==> config.mk <==
export PLATFORM = sky130hd
export DESIGN_NAME = fetch_prefetch_buffer
export DESIGN_NICKNAME = d
export VERILOG_FILES = /design/src/rtl/fetch_prefetch_buffer.sv
export SDC_FILE = /design/constraint.sdc
export NUM_CORES = 1
export LEC_CHECK = 0
export ABC_AREA = 1
export CAP_MARGIN = 5
export CORE_MARGIN = 8
export CORE_UTILIZATION = 45
export CTS_CLUSTER_DIAMETER = 40
export CTS_CLUSTER_SIZE = 30
export DETAILED_ROUTE_END_ITERATION = 12
export PLACE_DENSITY = 0.69
export SLEW_MARGIN = 10
export SYNTH_ARGS = -nofsm -noshare
export SYNTH_HDL_FRONTEND = slang
export SYNTH_SLANG_ARGS = --single-unit
==> constraint.sdc <==
create_clock -name clk -period 13.05 [get_ports clk]
set_input_delay 2.61 -clock clk [delete_from_list [all_inputs] [get_ports clk]]
set_output_delay 2.61 -clock clk [all_outputs]
set_load 0.05 [all_outputs]
==> src/rtl/fetch_prefetch_buffer.sv <==
// fetch_prefetch_buffer: sequential instruction prefetch queue between the I-cache and the fetch stage
//   redirect/redirect_addr : flush queue and restart fetch at a new word-aligned PC
//   cache_req/cache_addr   : one-word request at the current fetch PC
//   cache_ready/data/err   : response for cache_addr while cache_req is high
//   cache_flush            : registered pulse the cycle after a redirect
//   inst_valid/addr/data/err, inst_take : in-order head of the queue to the core
module fetch_prefetch_buffer #(
    parameter int          DEPTH      = 4,
    parameter logic [31:0] RESET_ADDR = 32'h0000_0000
) (
    input  logic        clk,
    input  logic        rst,
    input  logic        redirect,
    input  logic [31:0] redirect_addr,
    output logic        cache_req,
    output logic [31:0] cache_addr,
    output logic        cache_flush,
    input  logic        cache_ready,
    input  logic [31:0] cache_data,
    input  logic        cache_err,
    output logic        inst_valid,
    output logic [31:0] inst_addr,
    output logic [31:0] inst_data,
    output logic        inst_err,
    input  logic        inst_take
);
    localparam int PW = $clog2(DEPTH);
    localparam int CW = PW + 1;
    localparam logic [CW-1:0] FULL = CW'(DEPTH);

    typedef enum logic {FETCH, HALT} state_t;

    state_t        state_q, state_d;
    logic [31:0]   fetch_pc_q, fetch_pc_d;
    logic [PW-1:0] rd_ptr_q, rd_ptr_d, wr_ptr_q, wr_ptr_d;
    logic [CW-1:0] count_q, count_d;
    logic          run_q, run_d, flush_q, flush_d;
    logic [31:0]   addr_q [DEPTH];
    logic [31:0]   addr_d [DEPTH];
    logic [31:0]   data_q [DEPTH];
    logic [31:0]   data_d [DEPTH];
    logic          err_q  [DEPTH];
    logic          err_d  [DEPTH];
    logic          push, pop;

    // run_q holds requests off for the first cycle after reset release
    assign cache_req   = run_q && state_q == FETCH && count_q < FULL;
    assign cache_addr  = fetch_pc_q;
    assign cache_flush = flush_q;
    assign inst_valid  = count_q != '0;
    assign inst_addr   = addr_q[rd_ptr_q];
    assign inst_data   = data_q[rd_ptr_q];
    assign inst_err    = err_q[rd_ptr_q];
    assign push        = cache_req && cache_ready && !redirect;
    assign pop         = inst_take && inst_valid && !redirect;

    always_comb begin
        addr_d     = addr_q;
        data_d     = data_q;
        err_d      = err_q;
        run_d      = 1'b1;
        flush_d    = redirect;
        state_d    = redirect ? FETCH : (push && cache_err) ? HALT : state_q;
        fetch_pc_d = redirect ? {redirect_addr[31:2], 2'b00} : push ? fetch_pc_q + 32'd4 : fetch_pc_q;
        rd_ptr_d   = redirect ? wr_ptr_q : pop ? rd_ptr_q + PW'(1) : rd_ptr_q;
        wr_ptr_d   = push ? wr_ptr_q + PW'(1) : wr_ptr_q;
        count_d    = redirect ? '0 : count_q + CW'(push) - CW'(pop);
        if (push) begin
            addr_d[wr_ptr_q] = fetch_pc_q;
            data_d[wr_ptr_q] = cache_data;
            err_d[wr_ptr_q]  = cache_err;
        end
    end

    always_ff @(posedge clk or posedge rst) begin
        if (rst) begin
            state_q    <= FETCH;
            fetch_pc_q <= RESET_ADDR;
            rd_ptr_q   <= '0;
            wr_ptr_q   <= '0;
            count_q    <= '0;
            run_q      <= 1'b0;
            flush_q    <= 1'b0;
            for (int i = 0; i < DEPTH; i++) begin
                addr_q[i] <= '0;
                data_q[i] <= '0;
                err_q[i]  <= 1'b0;
            end
        end else begin
            state_q    <= state_d;
            fetch_pc_q <= fetch_pc_d;
            rd_ptr_q   <= rd_ptr_d;
            wr_ptr_q   <= wr_ptr_d;
            count_q    <= count_d;
            run_q      <= run_d;
            flush_q    <= flush_d;
            addr_q     <= addr_d;
            data_q     <= data_d;
            err_q      <= err_d;
        end
    end
endmodule

==> metrics.md, run 1 <==
| Metric | Value |
|---|---|
| Status | `finished clean` |
| Clock-pin slew on the worst setup and hold paths | `0.05 ns` |
| Synth-to-Final Area Change | `23.1%` |
| Worst path required time | `10.44 ns` |
| CTS tree | `yes` |
| DR WL/cell | `16.8 µm` |
| Die height | `189 µm` |
| Clock sinks | `292` |
| Max VDD drop | `181 µV` |
| Die X | `189 µm` |
| Cell area after synthesis | `13400 µm²` |
| Most common cell after layout, fill and taps aside | `nand2_1` |
| First-pass GRT wire length | `59300 µm` |
| Library cells used by synthesis | `33` |
| Area of the die | `35600 µm²` |
| Tmin final | `6.71 ns` |
| Unrepaired setup endpoints after global routing | `false` |
| Setup bufs post-CTS | `0` |
| CP cell instances | `clkinv_2, buf_4, o21ai_0, o22ai_1, clkdlybuf4s50_1` |
| Routed vias/inst | `5.34` |
| Post-DRT Antenna Nets | `0` |
| R2R depth | `9` |
| Clk root buf | `clkbuf_16` |
| Register area share after synthesis | `0.545` |
| Initial antenna violation count | `0` |
| Final wirelength | `36100 µm` |
| Flop and latch count out of synthesis | `292` |
| CTS resizes | `0` |
| Syn avg cell area | `8.30 µm²` |
| Ant diodes | `0` |
| Reg2reg setup slack | `10.52 ns` |
| Slack of the critical path | `6.34 ns` |
| Number of cell rows | `63` |
| Tcrit/Tclk final | `0.515` |
| Worst-path maximum fanout | `66` |
| Total GRT Usage | `0.201` |
| Post-CTS Hold Fix Bufs | `0` |
| Slew margin rel. | `0.301` |
| Largest net degree at the start of global routing | `178` |
| Count of final setup violators | `0` |
| Worst Min Path Start | `err_q[1]` |
| Critical R2R Capture | `data_q[109]` |
| Final Skew | `0.0213 ns` |
| Final hold violations | `0` |
| DR vias | `11500` |
| Starting Density | `0.455` |
| CP peak stage delay | `0.89 ns` |
| Vias in the first global route | `11600` |
| HPWL after detailed placement | `21400 µm` |
| Residual DRC | `0` |
| Port Buf Inserts | `163` |
| Io pins | `170` |
| Reg-to-Reg Start | `state_q` |
| Htree depth | `2` |
| Crit path kind | `flip-flop to primary output` |
| YS warnings | `0` |
| Syn Inst Count | `1615` |
| Total CTS buffers | `43` |
| Crit path capture type | `primary output` |
| Clk Latency, worst-skew pair | `0.54 ns` |
| Critical-path top delay cell | `dfrtp_4` |
| CP startpoint kind | `flip-flop` |
| Initial DRC Count | `857` |
| Crit path arrival time | `4.10 ns` |
| F_max | `149 MHz` |
| Hold endpoint | `err_q[1]` |
| Grt ovf | `0` |
| PD cells | `292 nW/µm²` |
| Dpl ws | `6.91 ns` |
| Hold Path Depth | `2` |
| Layout cells sized above 1 | `0.0607` |
| Worst Hold Class | `flip-flop to flip-flop` |
| Fin. max-slew vios | `0` |
| First-pass detailed-route iteration total | `5` |
| Post-layout net count | `1806` |
| Commonest cells after routing, fill and taps aside | `390 x nand2_1, 327 x o21ai_0, 290 x dfrtp_1` |
| Leakage Power | `7.60 nW` |
| Fill cell count | `2716` |
| Gpl congestion | `0.933` |
| Setup_tns | `0 ns` |
| Clock Path Buffers | `3` |
| Max Cap Viol | `0` |
| Core footprint | `29500 µm²` |
| Least-Margin Pin Slew | `1.05 ns` |
==> layout make-up <==
type / instances / area [µm²] / share of cell area
inverter: 101 / 390 / 0.0237
clock buffer: 49 / 1130 / 0.0684
sequential: 292 / 7310 / 0.443
clock inverter: 31 / 280 / 0.0170
tap: 390 / 488 / 0.0296
multi-input combinational: 1117 / 5170 / 0.314
timing repair buffer: 173 / 1720 / 0.104
==> state kept, by name, summed over array words and instances, names as in the netlist <==
| signal | count |
|---|---|
| rd_ptr_q | 2 |
| cache_flush | 1 |
| run_q | 1 |
| count_q | 3 |
| err_q | 4 |
| data_q | 128 |
| state_q | 1 |
| addr_q | 120 |
| cache_addr | 30 |
| wr_ptr_q | 2 |
==> metrics by stage <==
step / total power (W) / hold slack, ns / util / instances / area [µm²]
3_3_place_gp: 0.00367 / 0.460 / 0.512 / 2073 / 15100
4_1_cts: 0.00485 / 0.480 / 0.559 / 2153 / 16500
3_5_place_dp: 0.00372 / 0.468 / 0.512 / 2073 / 15100
5_1_grt: 0.00512 / 0.488 / 0.559 / 2153 / 16500
2_1_floorplan: 0.00300 / 0.448 / - / 1618 / 13400
6_report: 0.00481 / 0.475 / 0.559 / 2153 / 16500
==> report_power, final <==
part           internal, W  switching, W  leakage [nW]
combinational     0.000708       0.00148          3.19
sequential         0.00128      0.000232          3.72
clock             0.000663      0.000457         0.681
==> worst max-delay path: cells and delay by family, from the launching register on <==
kind | cells | cell delay, ns
buf+inv | 3 | 2.28
flops | 1 | 0.89
compound gates | 2 | 0.34
==> Yosys cell counts <==
master / count / area, µm²
inv_4: 1 / 6.26
nand3_4: 1 / 17.5
o21ai_2: 6 / 52.6
conb_1: 2 / 7.51
xor2_1: 10 / 87.6
xnor2_1: 1 / 8.76
nand3_1: 23 / 115
o21ai_1: 75 / 375
a21oi_1: 5 / 25.0
o21bai_1: 6 / 45.0
buf_6: 13 / 146
clkinv_1: 1 / 3.75
nor2_4: 1 / 11.3
clkbuf_1: 63 / 236
buf_2: 26 / 130
nand2_4: 4 / 45.0
nor2_1: 176 / 661
a31oi_1: 3 / 18.8
fa_1: 1 / 20.0
o221ai_1: 1 / 8.76
ha_1: 7 / 87.6
o211ai_1: 6 / 45.0
nor3_1: 1 / 5.00
nand2_2: 1 / 6.26
nand4_1: 3 / 18.8
o21ai_0: 327 / 1640
o22ai_1: 64 / 400
dfrtp_1: 292 / 7310
buf_4: 4 / 30.0
inv_2: 1 / 3.75
nand2_1: 390 / 1460
buf_1: 2 / 7.51
inv_1: 98 / 368
==> how the worst max path moves through the flow <==
stage | startpoint | endpoint | slack (ns) | cells past startpoint
floorplan | rst | addr_q[100] | 2.38 | 1
global placement | rd_ptr_q[0] | inst_addr[2] | 6.92 | 5
detailed placement | rd_ptr_q[0] | inst_data[21] | 6.91 | 5
CTS | rd_ptr_q[0] | inst_data[19] | 6.34 | 5
global route | rd_ptr_q[0] | inst_err | 6.07 | 5
finish | rd_ptr_q[0] | inst_err | 6.34 | 5
==> cell families after synthesis <==
group | after synthesis | synth area share
AOI/OAI and AO/OA | 493 | 0.195
xor gates and xnor gates | 11 | 0.00719
adders and majority gates | 8 | 0.00803
buffers and inverters | 209 | 0.0696
DFF | 292 | 0.545
other | 2 | 0.000560
and+or+nand+nor | 600 | 0.175
==> layer usage <==
| metal | share of wire | global-route usage |
|---|---|---|
| met2 | 0.45 | 0.317 |
| met1 | 0.46 | 0.273 |
| met3 | 0.075 | 0.0488 |
| met5 | 0 | 0 |
| met4 | 0.021 | 0.0592 |
(Power assumes the default switching activity.)
==> run 2, diff against run 1 <==
==> constraint.sdc (replaced) <==
create_clock -name clk -period 6.66 [get_ports clk]
set_input_delay 1.332 -clock clk [delete_from_list [all_inputs] [get_ports clk]]
set_output_delay 1.332 -clock clk [all_outputs]
set_load 0.05 [all_outputs]
==> run 2 against run 1 <==
Sequential share of layout area decreased by 0.69 points. Critical path type unchanged. Combinational power increased by 97%. Count of clock-buffer cells in the layout increased by 1. Cell area increased by 1.6%. Largest cell class unchanged. Clock power increased by 120%. Critical endpoint is now inst_addr[31]. Via count about the same. Largest power group unchanged. Utilization increased by 0.89 points.
==> metrics.md, run 2 (synthesis results as in run 1) <==
| Metric | Value |
|---|---|
| Crit path capture type | `primary output (unchanged)` |
| Met3 Use GR | `0.0464 (was 0.0488)` |
| Number of cell rows | `63 (unchanged)` |
| Worst-path maximum fanout | `67 (was 66)` |
| Post-DRT Antenna Nets | `0 (unchanged)` |
| Max Cap Viol | `0 (unchanged)` |
| PD cells | `583 nW/µm² (was 292 nW/µm²)` |
| GR Util met2 | `0.311 (was 0.317)` |
| Synth-to-Final Area Change | `25.0% (was 23.1%)` |
| Least-Margin Pin Slew | `1.07 ns (was 1.05 ns)` |
| HPWL after detailed placement | `21700 µm (was 21400 µm)` |
| FF+latch area | `7310 µm² (unchanged)` |
| Largest net degree at the start of global routing | `187 (was 178)` |
| Vias in the first global route | `11300 (was 11600)` |
| Clock share of power | `0.257 (was 0.233)` |
| Tmin final | `4.96 ns` |
| Status | `finished clean (unchanged)` |
| Leakage Power | `7.72 nW (was 7.60 nW)` |
| Grt ovf | `0 (unchanged)` |
| Slew margin rel. | `0.287 (was 0.301)` |
| Buffers & Inverters on Critical Path | `3 (unchanged)` |
| Top delay family on crit path | `buffers and inverters (unchanged)` |
| Die X | `189 µm (unchanged)` |
| Clk Latency, worst-skew pair | `0.54 ns (about the same)` |
| Area of the multi-input gates | `5170 µm² (unchanged)` |
| Core footprint | `29500 µm² (unchanged)` |
| DR vias | `11500 (about the same)` |
| Ant diodes | `0 (unchanged)` |
| Clock-pin slew on the worst setup and hold paths | `0.05 ns (about the same)` |
| Io pins | `170 (unchanged)` |
| Unrepaired setup endpoints after global routing | `false (unchanged)` |
| CTS resizes | `0 (unchanged)` |
| Critical-path top delay cell | `clkinv_2 (was dfrtp_4)` |
| Clock sinks | `292 (unchanged)` |
| Setup bufs post-CTS | `0 (unchanged)` |
| Reg with most FFs | `data_q (unchanged)` |
| Crit path arrival time | `3.63 ns (was 4.10 ns)` |
| CP startpoint kind | `flip-flop (unchanged)` |
| Most common cell after layout, fill and taps aside | `nand2_1 (unchanged)` |
| Count of final setup violators | `0 (unchanged)` |
| Final Skew | `0.0215 ns (was 0.0213 ns)` |
| Final hold violations | `0 (unchanged)` |
| Gate power share | `0.440 (was 0.454)` |
| Setup_tns | `0 ns (unchanged)` |
| Finished Core Util | `0.568 (was 0.559)` |
| Register share of total power | `0.303 (was 0.314)` |
| F_max | `202 MHz` |
| Residual DRC | `0 (unchanged)` |
| Gr busiest metal | `met2 (unchanged)` |
| Tcrit/Tclk final | `0.745` |
| Gpl congestion | `0.876 (was 0.933)` |
| Fill cell count | `2655 (was 2716)` |
| Total GRT Usage | `0.201 (about the same)` |
| Crit path kind | `flip-flop to primary output (unchanged)` |
| Clock Path Buffers | `3 (unchanged)` |
| Worst Hold Class | `flip-flop to flip-flop (unchanged)` |
| First-pass detailed-route iteration total | `5 (unchanged)` |
| First-pass GRT wire length | `59200 µm (was 59300 µm)` |
| Die height | `189 µm (unchanged)` |
| Clk root buf | `clkbuf_16 (unchanged)` |
| Port Buf Inserts | `163 (unchanged)` |
| DR WL/cell | `16.7 µm (was 16.8 µm)` |
| Htree depth | `2 (unchanged)` |
| Max reg flops | `128 (unchanged)` |
| Area of the die | `35600 µm² (unchanged)` |
| Worst path required time | `5.33 ns (was 10.44 ns)` |
| Total CTS buffers | `45 (was 43)` |
| Psw | `0.00424 W (was 0.00216 W)` |
| Post-layout net count | `1811 (was 1806)` |
| Initial DRC Count | `930 (was 857)` |
| Final wirelength | `36100 µm (about the same)` |
| Layout cells sized above 1 | `0.0655 (was 0.0607)` |
| Sw frac | `0.435 (was 0.450)` |
| Max VDD drop | `255 µV (was 181 µV)` |
| Commonest cells after routing, fill and taps aside | `390 x nand2_1, 327 x o21ai_0, 290 x dfrtp_1 (unchanged)` |
| CTS tree | `yes (unchanged)` |
| P_int | `0.00552 W (was 0.00265 W)` |
| CP peak stage delay | `0.80 ns (was 0.89 ns)` |
| Initial antenna violation count | `0 (unchanged)` |
| Fin. max-slew vios | `0 (unchanged)` |
| Routed vias/inst | `5.33 (was 5.34)` |
| Starting Density | `0.455 (unchanged)` |
| CP cell instances | `clkinv_2, buf_12, o21ai_0, o22ai_1, clkdlybuf4s50_1 (was clkinv_2, buf_4, o21ai_0, o22ai_1, clkdlybuf4s50_1)` |
| Post-CTS Hold Fix Bufs | `0 (unchanged)` |
| GR Layer Usage met1 | `0.277 (was 0.273)` |
-- run 2: stage by stage --
step / hold WS [ns] / power, W / instances / worst slack, ns / area, µm²
2_1_floorplan: 0.448 / 0.00588 / 1618 / 1.45 / 13400
3_3_place_gp: 0.460 / 0.00721 / 2076 / 2.25 / 15100
3_5_place_dp: 0.467 / 0.00729 / 2076 / 2.20 / 15100
4_1_cts: 0.481 / 0.00985 / 2160 / 1.66 / 16800
5_1_grt: 0.492 / 0.0104 / 2160 / 1.40 / 16800
6_report: 0.477 / 0.00976 / 2160 / 1.70 / 16800
-- run 2: power by group through the flow --
| stage | logic [W] | registers (W) | clock network (W) |
|---|---|---|---|
| finish | 0.00429 | 0.00296 | 0.00251 |
| detailed placement | 0.00432 | 0.00297 | 0 |
| global route | 0.00465 | 0.00306 | 0.00264 |
| CTS | 0.00434 | 0.00296 | 0.00256 |
| floorplan | 0.00297 | 0.00292 | 0 |
| global placement | 0.00426 | 0.00295 | 0 |
-- run 2: worst register-to-register path, delay by kind of cell (launching register included) --
| family | cells | cell delay, ns |
|---|---|---|
| AOI/OAI and AO/OA | 1 | 0.08 |
| and+or+nand+nor | 5 | 1.12 |
| buffers and inverters | 3 | 0.99 |
| DFF | 1 | 0.37 |
-- run 2: cell type report --
| type | instances | area share |
|---|---|---|
| Tap cell | 390 | 0.0291 |
| Multi-Input combinational cell | 1117 | 0.309 |
| Clock buffer | 50 | 0.0721 |
| Timing Repair Buffer | 176 | 0.105 |
| Sequential cell | 292 | 0.436 |
| Clock inverter | 34 | 0.0258 |
| Inverter | 101 | 0.0231 |
-- run 2: final timing paths --
| kind | cells past startpoint | from | slack, ns | endpoint |
|---|---|---|---|---|
| worst max-delay path | 5 | rd_ptr_q[0] | 1.70 | inst_addr[31] |
| worst min-delay path | 2 | addr_q[76] | 0.48 | addr_q[76] |
| worst max register to register | 9 | state_q | 3.96 | data_q[101] |
| worst min register to register | 2 | addr_q[76] | 0.48 | addr_q[76] |
| max in group asynchronous | 3 | rst | 4.23 | data_q[64] |
| min in group asynchronous | 2 | rst | 1.13 | data_q[88] |
-- run 2: metal layers --
layer  up-vias  wire [µm]
met5         -          0
met4         0        900
met3        67       2610
met2       399      15900
met1      5480      16600
li1       5562          -
